$ cat config.mk
export PLATFORM = sky130hd
export DESIGN_NAME = i2c_write_engine
export DESIGN_NICKNAME = d
export VERILOG_FILES = /design/src/rtl/i2c_write_engine_pkg.sv /design/src/rtl/i2c_quarter_tick.sv /design/src/rtl/i2c_write_engine.sv
export SDC_FILE = /design/constraint.sdc
export NUM_CORES = 1
export LEC_CHECK = 0
export BUFFER_PORTS_ARGS = -buffer_cell sky130_fd_sc_hd__buf_4
export CELL_PAD_IN_SITES_DETAIL_PLACEMENT = 0
export CELL_PAD_IN_SITES_GLOBAL_PLACEMENT = 1
export CORE_AREA = 2 2 125 103
export DETAILED_ROUTE_END_ITERATION = 10
export DIE_AREA = 0 0 127 105
export GPL_TIMING_DRIVEN = 0
export PLACE_DENSITY_LB_ADDON = 0.1
export SKIP_LAST_GASP = 1
export SLEW_MARGIN = 5
export SYNTH_ARGS = -nofsm -noshare
export SYNTH_HDL_FRONTEND = slang
export SYNTH_SLANG_ARGS = --single-unit
$ cat constraint.sdc
create_clock -name clk -period 8.2 [get_ports clk]
set_input_delay 0.82 -clock clk [delete_from_list [all_inputs] [get_ports clk]]
set_output_delay 0.82 -clock clk [all_outputs]
set_load 0.03 [all_outputs]
$ cat src/rtl/i2c_write_engine_pkg.sv
// Word layout, opcode and FSM state type shared by the I2C register-write engine.
package i2c_write_engine_pkg;

  localparam int         OPC_MSB   = 31;
  localparam int         OPC_LSB   = 24;
  localparam int         UNITS_MSB = 15;
  localparam logic [7:0] OPC_DELAY = 8'hFF;
  localparam logic [1:0] LAST_BYTE = 2'd3;
  localparam logic [3:0] ACK_BIT   = 4'd8;

  typedef enum logic [2:0] {
    ST_IDLE,
    ST_START,
    ST_BYTE,
    ST_STOP,
    ST_GAP,
    ST_DELAY
  } state_t;

  function automatic logic is_delay(input logic [31:0] word);
    return word[OPC_MSB:OPC_LSB] == OPC_DELAY;
  endfunction

  function automatic logic [15:0] delay_units(input logic [31:0] word);
    return word[UNITS_MSB:0];
  endfunction

endpackage

$ cat src/rtl/i2c_quarter_tick.sv
// Quarter-bit timebase: one-cycle tick every CLK_DIV clocks while run is high.
module i2c_quarter_tick #(
  parameter int CLK_DIV = 125
) (
  input  logic clk,
  input  logic rst,
  input  logic run,
  output logic tick
);

  localparam int            CW   = (CLK_DIV > 1) ? $clog2(CLK_DIV) : 1;
  localparam logic [CW-1:0] LAST = CW'(CLK_DIV - 1);

  logic [CW-1:0] count;

  // Restarting from zero whenever run drops keeps every transaction phase-aligned.
  always_ff @(posedge clk or posedge rst) begin
    if (rst)                        count <= '0;
    else if (!run || count == LAST) count <= '0;
    else                            count <= count + CW'(1);
  end

  assign tick = run && (count == LAST);

endmodule

$ cat src/rtl/i2c_write_engine.sv
// Pops 32-bit command words and runs each as a 4-byte I2C write or a timed delay.
module i2c_write_engine
  import i2c_write_engine_pkg::*;
#(
  parameter int CLK_DIV     = 125,
  parameter int DELAY_TICKS = 27000,
  parameter int DATA_WIDTH  = 32
) (
  input  logic                  clk,
  input  logic                  rst,
  input  logic [DATA_WIDTH-1:0] fifo_dout,
  input  logic                  fifo_empty,
  output logic                  fifo_read,
  output logic                  scl_oe,
  output logic                  sda_oe,
  input  logic                  sda_i,
  output logic                  busy,
  output logic                  done,
  output logic                  nack_err
);

  localparam int            TW        = (DELAY_TICKS > 1) ? $clog2(DELAY_TICKS) : 1;
  localparam logic [TW-1:0] TICK_LAST = TW'(DELAY_TICKS - 1);

  state_t                state;
  logic [DATA_WIDTH-1:0] shift;
  logic [1:0]            quarter;
  logic [1:0]            byte_cnt;
  logic [3:0]            bit_cnt;
  logic                  ack_bit;
  logic [15:0]           units;
  logic [15:0]           unit_cnt;
  logic [TW-1:0]         tick_cnt;
  logic                  run;
  logic                  tick;

  assign run = (state != ST_IDLE) && (state != ST_DELAY);

  i2c_quarter_tick #(.CLK_DIV(CLK_DIV)) u_quarter_tick (
    .clk  (clk),
    .rst  (rst),
    .run  (run),
    .tick (tick)
  );

  // Quarter schedule per bit: q0 SDA set (SCL low), q1 SCL released, end of q2 sample, q3 SCL low.
  always_ff @(posedge clk or posedge rst) begin
    if (rst) begin
      state     <= ST_IDLE;
      shift     <= '0;
      quarter   <= 2'd0;
      byte_cnt  <= 2'd0;
      bit_cnt   <= 4'd0;
      ack_bit   <= 1'b0;
      units     <= 16'd0;
      unit_cnt  <= 16'd0;
      tick_cnt  <= '0;
      fifo_read <= 1'b0;
      scl_oe    <= 1'b0;
      sda_oe    <= 1'b0;
      busy      <= 1'b0;
      done      <= 1'b0;
      nack_err  <= 1'b0;
    end else begin
      fifo_read <= 1'b0;
      done      <= 1'b0;
      if (tick) quarter <= quarter + 2'd1;
      case (state)
        ST_IDLE: begin
          quarter <= 2'd0;
          if (!fifo_empty) begin
            shift     <= fifo_dout;
            units     <= delay_units(fifo_dout);
            unit_cnt  <= 16'd0;
            tick_cnt  <= '0;
            byte_cnt  <= 2'd0;
            bit_cnt   <= 4'd0;
            fifo_read <= 1'b1;
            busy      <= 1'b1;
            state     <= is_delay(fifo_dout) ? ST_DELAY : ST_START;
          end
        end
        ST_START: begin
          if (tick) begin
            case (quarter)
              2'd1: sda_oe <= 1'b1;
              2'd2: scl_oe <= 1'b1;
              2'd3: begin
                sda_oe <= ~shift[DATA_WIDTH-1];
                state  <= ST_BYTE;
              end
              default: ;
            endcase
          end
        end
        ST_BYTE: begin
          if (tick) begin
            case (quarter)
              2'd0: scl_oe <= 1'b0;
              2'd2: begin
                scl_oe <= 1'b1;
                if (bit_cnt == ACK_BIT) begin
                  ack_bit <= sda_i;
                  if (sda_i) nack_err <= 1'b1;
                end
              end
              2'd3: begin
                if (bit_cnt != ACK_BIT) begin
                  bit_cnt <= bit_cnt + 4'd1;
                  shift   <= shift << 1;
                  sda_oe  <= (bit_cnt == ACK_BIT - 4'd1) ? 1'b0 : ~shift[DATA_WIDTH-2];
                end else if (ack_bit || byte_cnt == LAST_BYTE) begin
                  // SDA must be low under SCL low before it can rise for STOP.
                  sda_oe <= 1'b1;
                  state  <= ST_STOP;
                end else begin
                  byte_cnt <= byte_cnt + 2'd1;
                  bit_cnt  <= 4'd0;
                  sda_oe   <= ~shift[DATA_WIDTH-1];
                end
              end
              default: ;
            endcase
          end
        end
        ST_STOP: begin
          if (tick) begin
            case (quarter)
              2'd0: scl_oe <= 1'b0;
              2'd1: sda_oe <= 1'b0;
              2'd3: state  <= ST_GAP;
              default: ;
            endcase
          end
        end
        ST_GAP: begin
          if (tick && quarter == 2'd3) begin
            done  <= 1'b1;
            busy  <= 1'b0;
            state <= ST_IDLE;
          end
        end
        ST_DELAY: begin
          // Zero units still spends exactly one cycle here.
          if (units == 16'd0 || (unit_cnt == units - 16'd1 && tick_cnt == TICK_LAST)) begin
            done  <= 1'b1;
            busy  <= 1'b0;
            state <= ST_IDLE;
          end else if (tick_cnt == TICK_LAST) begin
            tick_cnt <= '0;
            unit_cnt <= unit_cnt + 16'd1;
          end else begin
            tick_cnt <= tick_cnt + TW'(1);
          end
        end
        default: state <= ST_IDLE;
      endcase
    end
  end

endmodule

---- After elaboration in Yosys (flattened, before gate mapping) ----
Cells that the tools add are included.
word-level totals
  output and inout port bits .............. 6
  logic and storage cells ................. 160
  flip-flop bits (word level) ............. 104
operators by class
  mux-type cells .......................... 67
  reductions and logical operators ........ 29
  add/sub/neg operators ................... 7
  bitwise gates (word level) .............. 3
  equal/unequal tests ..................... 38
operator list
  cell                                                count
  2-to-1 mux 32 bit                                   4
  case mux 32 bit (2 select lines)                    1
  2-to-1 mux 16 bit                                   3
  2-to-1 mux 15 bit                                   3
  2-to-1 mux 3 bit                                    12
  != test 2 bit, second input constant                16
  case mux 16 bit (2 select lines)                    1
  case mux 15 bit (2 select lines)                    1
  2-to-1 mux 1 bit                                    20
  2-to-1 mux 4 bit                                    5
  case mux 3 bit (6 select lines)                     1
  adder 16 x 1 -> 16 bit, second input constant       1
  equality test 16 bit                                1
  logical NOT 16 bit                                  1
  subtractor 16 x 1 -> 16 bit, second input constant  1
  adder 15 x 1 -> 15 bit, second input constant       1
  equality test 15 bit, second input constant         1
  AND reduction 5 bit                                 3
  2-to-1 mux 2 bit                                    7
  AND reduction 7 bit                                 2
  AND reduction 4 bit                                 3
  AND reduction 11 bit                                1
  != test 3 bit, second input constant                3
  case mux 1 bit (3 select lines)                     3
  other kinds (30)                                    49

---- Longest topological paths before layout ----
Gate-level depths: netlist of the first run.
  word-level depth ........................ 7
  gate-level depth with buffers ........... 12

---- Modules after synthesis ----
From an unflattened synthesis of the first run, not the netlist that was laid out.
second synthesis, totals
  cells, all modules ...................... 637
  area total of the unflattened synthesis .. 5870.6 um2
by module, submodules not included
  module            seq. area each (um2)  instances  cells an instance  area each (um2)
  i2c_write_engine  2427.3                1          600                5514.0
  i2c_quarter_tick  175.2                 1          37                 356.6

---- Worst setup path after synthesis of the first run ----
Ideal clock, no wire load.
  kind .................................... reg-to-reg
  start ................................... reg units[7]
  end ..................................... reg unit_cnt[14]
  path buffers ............................ 1
  stages on the path, launching flop included .. 10
  path slack .............................. 5494 ps
  clock period less this slack ............ 2706 ps
  arrival ................................. 2628 ps
  cell sequence ........................... dfrtp_1 or4_1 nor4b_1 nand2_1 xnor2_1 o211a_2 and2_4 buf_6 or4b_1 a21oi_1
on the way
  word-level cells in the longest chain between the ends .. 6
  elaborated cells between the ends (all ways) .. 7
ends and longest elaborated chain
  what                             RTL line                 text
  from (decl)                      i2c_write_engine.sv:31   logic [15:0] units;
  from (signal assigned)           i2c_write_engine.sv:73   units <= delay_units(fifo_dout);
  subtractor 16 x 1 -> 16 bit      i2c_write_engine.sv:145  if (units == 16'd0 || (unit_cnt == units - 16'd1 && tick_cnt == TICK_LAST)) begin
  equality test 16 bit             i2c_write_engine.sv:145
  logical AND 1 bit                i2c_write_engine.sv:145
  logical OR 1 bit *               i2c_write_engine.sv:145
  != test 2 bit (no line) *        -
  AND reduction 4 bit (no line) *  -
  to (signal assigned)             i2c_write_engine.sv:151  unit_cnt <= unit_cnt + 16'd1;
  to (decl)                        i2c_write_engine.sv:32   logic [15:0] unit_cnt;
Mark *: on every way between the ends. The rest lies on a longest branch, timed or not.
A chain may end at the register's enable or synchronous reset.

---- Worst setup path in the final report of the first run ----
  start ................................... reg tick_cnt[0]
  end ..................................... reg unit_cnt[4]
on the way
  word-level cells in the longest chain between the ends .. 5
  elaborated cells between the ends (all ways) .. 6
ends and longest elaborated chain
  what                             RTL line                                          text
  from (decl)                      i2c_write_engine.sv:33                            logic [TW-1:0] tick_cnt;
  from (signal assigned)           i2c_write_engine.sv:153                           tick_cnt <= tick_cnt + TW'(1);
  equality test 15 bit *           i2c_write_engine.sv:145, i2c_write_engine.sv:149
  logical AND 1 bit                i2c_write_engine.sv:145
  logical OR 1 bit                 i2c_write_engine.sv:145
  != test 2 bit (no line)          -
  AND reduction 4 bit (no line) *  -
Marked as above.

==> results of run 1 <==
==> power groups by stage <==
stage,sequential [W],combinational [W],clock (W)
2_1_floorplan,0.000525,0.0000139,0
6_report,0.000515,0.0000345,0.000498
4_1_cts,0.000515,0.0000355,0.000509
3_5_place_dp,0.000525,0.0000354,0
3_3_place_gp,0.000525,0.0000329,0
5_1_grt,0.000515,0.0000393,0.000530
==> cell type report <==
cell class	instances	area [sq um]	area share
Buffer	38	161	0.0242
Clock buffer	9	225	0.0338
Clock inverter	7	120	0.0180
Inverter	15	58.8	0.00882
Multi-Input combinational cell	540	2970	0.446
Sequential cell	104	2600	0.391
Tap cell	152	190	0.0285
Timing Repair Buffer	42	335	0.0503
==> through the flow <==
stage	hold slack, ns	util	setup WS [ns]	power (W)
2_1_floorplan	0.445	-	4.65	0.000539
3_3_place_gp	0.449	0.525	3.34	0.000558
3_5_place_dp	0.464	0.527	4.98	0.000561
4_1_cts	0.477	0.556	4.94	0.00106
5_1_grt	0.506	0.556	4.48	0.00108
6_report	0.477	0.556	4.91	0.00105
==> Yosys cell counts (3+ instances only) <==
cell,number
a21o_1,3
a21oi_1,36
a31oi_1,44
and2_1,4
and3_1,13
buf_2,3
clkbuf_1,32
dfrtp_1,104
ha_1,13
inv_1,15
mux2i_1,3
nand2_1,157
nand2b_1,5
nand3_1,23
nand4_1,9
nand4b_1,3
nor2_1,74
nor2b_1,8
nor3_1,12
nor4b_1,7
o21ai_0,34
o22ai_1,3
o31ai_1,5
o41ai_1,5
or3_1,12
or4b_1,3
xnor2_1,15
xor2_1,9
==> per-layer routing <==
layer | vias up | wire (microns) | track usage
met5 | - | 0 | 0
met4 | 0 | 154 | 0.0612
met3 | 16 | 646 | 0.0497
met2 | 127 | 6320 | 0.336
met1 | 2510 | 7180 | 0.337
li1 | 2552 | - | -
==> sequential cells by signal, summed over array words and instances, names as in the netlist, 2 cells and up <==
signal / count
state: 3
tick_cnt: 15
byte_cnt: 2
unit_cnt: 16
bit_cnt: 4
shift: 32
quarter: 2
u_quarter_tick.count: 7
units: 16
==> worst register-to-register path, stage by stage (launching register included) <==
cell	delay, ns
dfrtp_1	0.38
ha_1	0.19
and2_1	0.13
clkbuf_1	0.30
nand4_1	0.30
nor4_1	0.47
o2111ai_1	0.25
nor4_2	0.42
a21o_1	0.28
buf_2	0.27
o311ai_0	0.17
nand2_1	0.08
==> placed cells by master, fill, tap and decap left out, types with 8 or more instances in the layout <==
master / Yosys / layout
dfrtp_1: 104 / 104
a31oi_1: 44 / 44
clkbuf_1: 32 / 32
nor3_1: 12 / 12
ha_1: 13 / 13
or3_1: 12 / 12
buf_4: 0 / 41
nand4_1: 9 / 9
nor2_1: 74 / 74
nand3_1: 23 / 23
xnor2_1: 15 / 15
clkbuf_16: 0 / 9
a21oi_1: 36 / 36
xor2_1: 9 / 9
and3_1: 13 / 13
inv_1: 15 / 14
o21ai_0: 34 / 34
nor2b_1: 8 / 8
nand2_1: 157 / 157
==> cell families (layout without fill, tap and decap cells) <==
kind of cell / Yosys count / in the layout / share of synthesized area
muxes: 4 / 4 / 0.00713
buffers and inverters: 53 / 111 / 0.0376
adders and majority gates: 13 / 13 / 0.0281
AOI/OAI and AO/OA: 149 / 149 / 0.157
and+or+nand+nor: 350 / 350 / 0.284
DFF: 104 / 104 / 0.449
xor gates and xnor gates: 24 / 24 / 0.0363
==> path summary, 6_finish.rpt <==
kind,start,to,depth (start not counted)
min in group asynchronous,rst,shift[25],2
min reg2reg,nack_err,nack_err,1
min,nack_err,nack_err,1
max in group asynchronous,rst,u_quarter_tick.count[6],3
max,tick_cnt[0],unit_cnt[4],11
max reg2reg,tick_cnt[0],unit_cnt[4],11
==> results.md, run 1 <==
- CP max stage delay: 0.47 ns
- Total setup buffers inserted after CTS: 0
- Post-synthesis sequential area ratio: 0.449
- DRT iter0 DRCs: 437
- First-pass GRT wire length: 24700 microns
- I/O pin cnt: 42
- Tightest Pin Transition: between 0.8 and 0.9 ns
- Final setup viols: 0
- Post-Syn Nets: between 700 and 800
- Fin Clk Skew: just under 0.007 ns
- Final Max Tran Viols: 0
- Nets: 799
- Setup_tns: 0 ns
- Gate Count Post-Synth: 697
- Status: finished, final reports clean
- Ratio of cells with drive above 1 in the final layout: 0.0980
- CTS resizes: 0
- Unrepaired setup endpoints after global routing: false
- Vias in the first global route: between 4000 and 5000
- Sequential power share: 0.492
- Row cnt: 36
- Synth Flop Type: dfrtp_1
- Vias/cell: around 5.7
- Startpoint types: flop
- Core Region: 0.0120 sq mm
- Worst path top cell family by delay: simple AND/OR/NAND/NOR gates
- Clock root buffer: clkbuf_16
- Clock insertion delay at the later pin of the skew report: around 0.35 ns
- Initial core utilization: 0.483
- Psw: 0.000220 W
- WP data arrival: 3.58 ns
- Chip Width: 127 microns
- Post-Syn Area: a little under 0.006 sq mm
- Routed wire length: 14300 microns
- Antenna violations before repair: 0
- Die height: 105 microns
- Cell Pwr Density: 157 mW/mm^2
- H-tree levels: 3
- Area Overhead vs Synth: 15.1%
- Max-slew headroom: 0.448
- Vias: approximately 5200
- DRC Markers: 0
- Number of distinct library cells after synthesis: 60
- Combinational Power Share: 0.033
- Ys Warns: 0
- Max Freq: 304 MHz
- Crit path kind: reg2reg
- Hold-fix buffers, CTS: 0
- Global-route usage over all layers: 0.227
- Cell taking the most area after synthesis: dfrtp_1
- Total of max-cap violations: 0
- DRT Pass-1 Iters: 5
- CP max-delay cell: nor4_1
- IO buf count: 41
- Wire length per cell: 15.8 microns
- Worst setup EP type: flop
- Placed Cells: approximately 890
- Largest net degree at the start of global routing: 56
- VDD IR max: roughly 0.11 mV
- Post-layout min period: around 3.3 ns
- Die area: approximately 0.013 sq mm
- Placed inst area: approximately 0.0063 sq mm
- Fill count: around 1100
- Clock Sinks: 104
- TritonCTS clock tree: yes
- Post-Layout Cell Count: 907
- Synth top area share: 0.449
- Final Hold Vio Count: 0
- Hold Crit Class: reg2reg
- Crit-path max FO: 10
- Clock transition at path regs: 0.07 ns
- Global route overflow: 0
- HPWL after DPL: 10300 microns
- Clock share of power: 0.475
- Antenna Cells: 0
- Switching share of power: 0.210
- Cell area after layout: 0.00666 sq mm
- Reg2reg setup slack: 4.91 ns
- Worst path cell trace: ha_1, and2_1, clkbuf_1, nand4_1, nor4_1, o2111ai_1, nor4_2, a21o_1, buf_2, o311ai_0, nand2_1
- Worst EP required: 8.49 ns
- Gp weighted congestion: 0.883
- CTS buffer count: 9
- Worst Path Buf+Inv: 2
- #FFs+latches synth: around 100
- Routed Antenna Nets: 0
- Deepest clock path buffer count: 2
- Final period utilization: 0.401
- Post-synth EDFFs: 0
- Post-Syn Area per Cell: 8.31 sq um
- Leakage power: 3.11 nW
- Area contributors post-synth: dfrtp_1 45%, nand2_1 10%, nor2_1 4.8%
- Pint: about 0.00083 W
- Post-synth ARST share: 1.00
(Power assumes the default switching activity.)
==> run 2: changes to the inputs <==
Settings changed: CORE_AREA 2 2 125 103 to 2 2 129 106, DIE_AREA 0 0 127 105 to 0 0 131 108.
Clock period 8.2 ns to 3.4 ns, I/O delays scaled along.
==> results.md, run 2 (synthesized netlist as in run 1, its figures left out) <==
- Max Freq: 324 MHz (+6.6%)
- Clock Sinks: 104 (unchanged)
- Critical Path Stages: 11 (unchanged)
- Hold Crit Class: in2async
- Clock insertion delay at the later pin of the skew report: 0.36 ns (about the same)
- Nets: 800 (+0.13%)
- Top reg by flops: shift
- Final Hold Vio Count: 0 (unchanged)
- H-tree levels: 3 (unchanged)
- Critical Path Most Common Cell: nor4_2
- Crit-path max FO: 10 (unchanged)
- Final Max Tran Viols: 0 (unchanged)
- Global route overflow: 0 (unchanged)
- Registers with the most flip-flops: shift (32), unit_cnt (16), units (16)
- Area Overhead vs Synth: 14.9%
- Placed Cells: 914 (+2.6%)
- First-pass GRT wire length: 24600 microns (-0.28%)
- Vias/cell: 5.56 (-3.1%)
- I/O pin cnt: 42 (unchanged)
- IO buf count: 41 (unchanged)
- Deepest clock path buffer count: 2 (unchanged)
- Vias in the first global route: 5002 (+1.5%)
- Core Region: 0.0127 sq mm (+6.3%)
- HPWL after DPL: 10400 microns (+0.16%)
- Ratio of cells with drive above 1 in the final layout: 0.104 (+0.00648)
- Die area: 0.0141 sq mm (+6.1%)
- Status: finished, final reports clean
- Worst path top cell family by delay: simple AND/OR/NAND/NOR gates
- VDD IR max: 0.280 mV (+160%)
- Global-route usage over all layers: 0.222 (-0.00585)
- WP data arrival: 3.39 ns (-0.19 ns)
- Placed inst area: 0.00634 sq mm (+0.34%)
- Max-slew headroom: 0.443 (-0.00450)
- Overall power: 0.00234 W (+120%)
- Commonest non-fill, non-tap cell in the layout: nand2_1
- DRT iter0 DRCs: 398 (-8.9%)
- Post-Layout Cell Count: 931 (+2.6%)
- Routed Antenna Nets: 0 (unchanged)
- Vias: 5179 (-0.50%)
- Clock root buffer: clkbuf_16
- Row cnt: 37 (+2.8%)
- Wire length per cell: 15.5 microns (-1.8%)
- Die height: 108 microns (+2.9%)
- Tightest Pin Transition: 0.835 ns (+0.0117 ns)
- Leakage power: 3.09 nW (-0.58%)
- Worst Path Buf+Inv: 3 (+1)
- Post-layout min period: 3.09 ns (-0.203 ns)
- Chip Width: 131 microns (+3.1%)
- Cell Pwr Density: 352 mW/mm^2 (+120%)
- Most frequent cells in the layout: 157 x nand2_1, 104 x dfrtp_1, 74 x nor2_1, 44 x a31oi_1, 43 x buf_4
- WHS: 0.155 ns (-0.322 ns)
- Unrepaired setup endpoints after global routing: false
- CP max-delay cell: nor4_2
- Crit path kind: reg2reg
- Fin Clk Skew: 0.00982 ns (+0.00301 ns)
- Startpoint types: flop
- CP max stage delay: 0.41 ns (-0.06 ns)
- Final period utilization: 0.908 (+0.507)
- Worst setup EP type: flop
- Worst path cell trace: clkbuf_1, nor4b_1, nand4_1, buf_4, nor4_2, o2111ai_1, nor4_2, a21o_1, buf_2, o311ai_0, nand2_1
- Antenna violations before repair: 0 (unchanged)
- Total of max-cap violations: 0 (unchanged)
- Clock transition at path regs: 0.08 ns (about the same)
- Final setup viols: 0 (unchanged)
- Antenna Cells: 0 (unchanged)
- DRC Markers: 0 (unchanged)
- Routed wire length: 14400 microns (+0.81%)
- DRT Pass-1 Iters: 5 (unchanged)
- Worst EP required: 3.70 ns (-4.79 ns)
- Largest net degree at the start of global routing: 66 (+18%)
- TritonCTS clock tree: yes
- Number of flip-flops in the largest register: 32 (unchanged)
- CTS buffer count: 9 (unchanged)
- Gp weighted congestion: 0.887 (+0.48%)
- Cell area after layout: 0.00665 sq mm (-0.19%)
- R2R cell count: 11 (unchanged)
- Fill count: 1237 (+12%)
- Initial core utilization: 0.455 (-0.0285)
-- run 2: metrics by stage --
stage / util / setup WS [ns] / setup TNS, ns
after floorplan: - / 0.328 / 0
after global placement: 0.496 / -0.990 / -102.08
after detailed placement: 0.498 / 0.179 / 0
after CTS: 0.520 / 0.134 / 0
after global routing: 0.522 / 0.0655 / 0
final: 0.522 / 0.312 / 0
-- run 2: per-layer routing --
| layer | part of all wire | GRT usage | vias up |
|---|---|---|---|
| met3 | 0.052 | 0.0534 | 11 |
| met1 | 0.49 | 0.321 | 2500 |
| met2 | 0.44 | 0.336 | 121 |
| met5 | 0 | 0 | - |
| li1 | - | - | 2547 |
| met4 | 0.011 | 0.0524 | 0 |
-- run 2: area by class of cell --
type / count / area [sq um] / share of cell area
Buffer: 37 / 158 / 0.0237
Clock buffer: 11 / 253 / 0.0380
Clock inverter: 5 / 31.3 / 0.00470
Inverter: 15 / 58.8 / 0.00884
Multi-Input combinational cell: 540 / 2990 / 0.449
Sequential cell: 104 / 2600 / 0.391
Tap cell: 175 / 219 / 0.0329
Timing Repair Buffer: 44 / 343 / 0.0515
-- run 2: worst paths after layout --
kind / startpoint / to / slack [ns]
setup / recovery: tick_cnt[3] / unit_cnt[4] / 0.31
hold / removal: rst / shift[24] / 0.16
setup reg to reg: tick_cnt[3] / unit_cnt[4] / 0.31
hold reg to reg: nack_err / nack_err / 0.47
max in group asynchronous: rst / tick_cnt[7] / 2.54
min in group clk: fifo_dout[8] / units[8] / 0.18
-- run 2: what timing repair did --
item | 4_1_cts | 5_1_grt
buffers inserted | 0 | 2
resized for setup | 0 | 3
endpoints found under the setup margin | 0 | 44
hold buffers | 0 | 0
-- run 2: report_power, final --
group / total, W / switching, W / internal (W)
Combinational: 0.0000820 / 0.0000462 / 0.0000358
Sequential: 0.00124 / 0.00000364 / 0.00124
Clock: 0.00102 / 0.000482 / 0.000535
Total: 0.00234 / 0.000532 / 0.00181
==> run 3: changes to the inputs <==
Settings changed: PLACE_DENSITY_LB_ADDON 0.1 to 0.15.
==> results.md, run 3 (synthesized netlist as in run 1, its figures left out) <==
- Status: finished, final reports clean
- DRT iter0 DRCs: 436 (+9.5%)
- Final Max Tran Viols: 0 (unchanged)
- Crit-path max FO: 10 (unchanged)
- DRT Pass-1 Iters: 5 (unchanged)
- Chip Width: 131 microns (unchanged)
- Worst Setup Slack post-DPL: 0.195 ns (+0.0164 ns)
- Area Overhead vs Synth: 16.5%
- Pint: 0.00207 W (+15%)
- Vias: 5225 (+0.89%)
- Core Region: 0.0127 sq mm (unchanged)
- Largest net degree at the start of global routing: 68 (+3.0%)
- Total of max-cap violations: 0 (unchanged)
- Top reg by flops: shift
- Hold Crit Class: in2async
- Registers with the most flip-flops: shift (32), unit_cnt (16), units (16)
- TritonCTS clock tree: yes
- Commonest non-fill, non-tap cell in the layout: nand2_1
- Crit path kind: reg2reg
- Global-route usage over all layers: 0.223 (+0.00116)
- Vias/cell: 5.62 (+1.0%)
- Final period utilization: 0.900 (-0.00821)
- Vias in the first global route: 5086 (+1.7%)
- Combinational Power Share: 0.032 (-0.003)
- Fill count: 1227 (-0.81%)
- Number of flip-flops in the largest register: 32 (unchanged)
- Worst EP required: 3.67 ns (-0.03 ns)
- DRC Markers: 0 (unchanged)
- First-pass GRT wire length: 25000 microns (+1.5%)
- Worst Path Buf+Inv: 2 (-1)
- Cell area after layout: 0.00675 sq mm (+1.4%)
- Routed Antenna Nets: 0 (unchanged)
- IO buf count: 41 (unchanged)
- Unrepaired setup endpoints after global routing: false
- Post-layout min period: 3.06 ns (-0.0279 ns)
- Setup_tns: 0 ns (unchanged)
- Switching share of power: 0.207 (-0.0205)
- Final setup viols: 0 (unchanged)
- Psw: 0.000540 W (+1.5%)
- HPWL after DPL: 10500 microns (+1.4%)
- Max-slew headroom: 0.460 (+0.0164)
- Placed Cells: 914 (unchanged)
- Worst path top cell family by delay: simple AND/OR/NAND/NOR gates
- Final worst slack: 0.340 ns (+0.0279 ns)
- Fin Clk Skew: 0.00761 ns (-0.00221 ns)
- Sequential power share: 0.476 (-0.055)
- H-tree levels: 3 (unchanged)
- WP data arrival: 3.33 ns (-0.06 ns)
- Clock share of power: 0.492 (+0.058)
- Hold-fix buffers, CTS: 0 (unchanged)
- Leakage power: 3.13 nW (+1.3%)
- Worst setup EP type: flop
- Routed wire length: 14600 microns (+1.3%)
- Clock Sinks: 104 (unchanged)
- Tightest Pin Transition: 0.806 ns (-0.0295 ns)
- Post-Layout Cell Count: 930 (-0.11%)
- Ratio of cells with drive above 1 in the final layout: 0.103 (-0.00119)
- Gp weighted congestion: 0.861 (-2.9%)
- Clock insertion delay at the later pin of the skew report: 0.35 ns (about the same)
- CP max-delay cell: a21oi_1
- Final Util: 0.530 (+0.00747)
- Die area: 0.0141 sq mm (unchanged)
- Deepest clock path buffer count: 2 (unchanged)
- Wire length per cell: 15.7 microns (+1.4%)
- Row cnt: 37 (unchanged)
- Most frequent cells in the layout: 157 x nand2_1, 104 x dfrtp_1, 74 x nor2_1, 44 x a31oi_1, 42 x buf_4
- Die height: 108 microns (unchanged)
- Antenna violations before repair: 0 (unchanged)
- Nets: 799 (-0.13%)
- Clock root buffer: clkbuf_16
- Final Hold Vio Count: 0 (unchanged)
- I/O pin cnt: 42 (unchanged)
- CTS buffer count: 9 (unchanged)
- VDD IR max: 0.224 mV (-20%)
- Global route overflow: 0 (unchanged)
- Startpoint types: flop
- Initial core utilization: 0.455 (unchanged)
- Critical Path Most Common Cell: clkbuf_1
- Cell Pwr Density: 387 mW/mm^2 (+10%)
- Max Freq: 327 MHz (+0.91%)
- Worst path cell trace: and4_1, and3_1, clkbuf_1, and2_1, a211oi_1, nand2b_1, a21oi_1, clkbuf_1, nor2_1, a31oi_1
- Placed inst area: 0.00635 sq mm (+0.12%)
- Clock transition at path regs: 0.07 ns (about the same)
- CP max stage delay: 0.50 ns (+0.09 ns)
- Antenna Cells: 0 (unchanged)
run 3: power groups by stage:
stage / registers [W] / clock network (W) / logic [W]
detailed placement: 0.00127 / 0 / 0.0000860
CTS: 0.00124 / 0.00132 / 0.0000866
finish: 0.00124 / 0.00129 / 0.0000836
floorplan: 0.00127 / 0 / 0.0000334
global route: 0.00124 / 0.00137 / 0.0000953
global placement: 0.00127 / 0 / 0.0000798
run 3: layout make-up:
class | count | area (sq um) | share of cell area
Multi-Input combinational cell | 540 | 3000 | 0.444
Sequential cell | 104 | 2600 | 0.386
Timing Repair Buffer | 43 | 343 | 0.0508
Clock buffer | 9 | 225 | 0.0334
Tap cell | 175 | 219 | 0.0325
Buffer | 37 | 158 | 0.0234
Clock inverter | 7 | 143 | 0.0211
Inverter | 15 | 58.8 | 0.00872
run 3: through the flow:
step	total power (W)	hold slack, ns
after floorplan	0.00130	0.445
after global placement	0.00135	0.454
after detailed placement	0.00135	0.415
after CTS	0.00265	0.0359
after global routing	0.00271	0.0559
final	0.00261	0.0190
run 3: repair_timing:
| action | in CTS | in global routing |
|---|---|---|
| endpoints found under the setup margin | 0 | 27 |
| setup buffers | 0 | 1 |
| gates resized for setup | 0 | 4 |
run 3: routing by layer:
metal | global-route usage | up-vias | wire length, microns
met2 | 0.341 | 108 | 6420
met1 | 0.326 | 2550 | 7490
met3 | 0.0416 | 12 | 552
met4 | 0.0555 | 0 | 137
met5 | 0 | - | 0
li1 | - | 2555 | -
run 3: final timing paths:
path	slack, ns	end	from	cells past startpoint
worst min-delay path	0.02	shift[21]	rst	2
worst min register to register	0.48	nack_err	nack_err	1
worst max register to register	0.34	shift[31]	u_quarter_tick.count[2]	10
min in group clk	0.19	units[11]	fifo_dout[11]	3
worst max-delay path	0.34	shift[31]	u_quarter_tick.count[2]	10
max in group asynchronous	2.68	unit_cnt[14]	rst	3
run 3: worst register-to-register path, stage by stage, from the launching register on:
cell,delay (ns)
dfrtp_1,0.41
and4_1,0.26
and3_1,0.16
clkbuf_1,0.27
and2_1,0.25
a211oi_1,0.20
nand2b_1,0.23
a21oi_1,0.50
clkbuf_1,0.45
nor2_1,0.07
a31oi_1,0.17
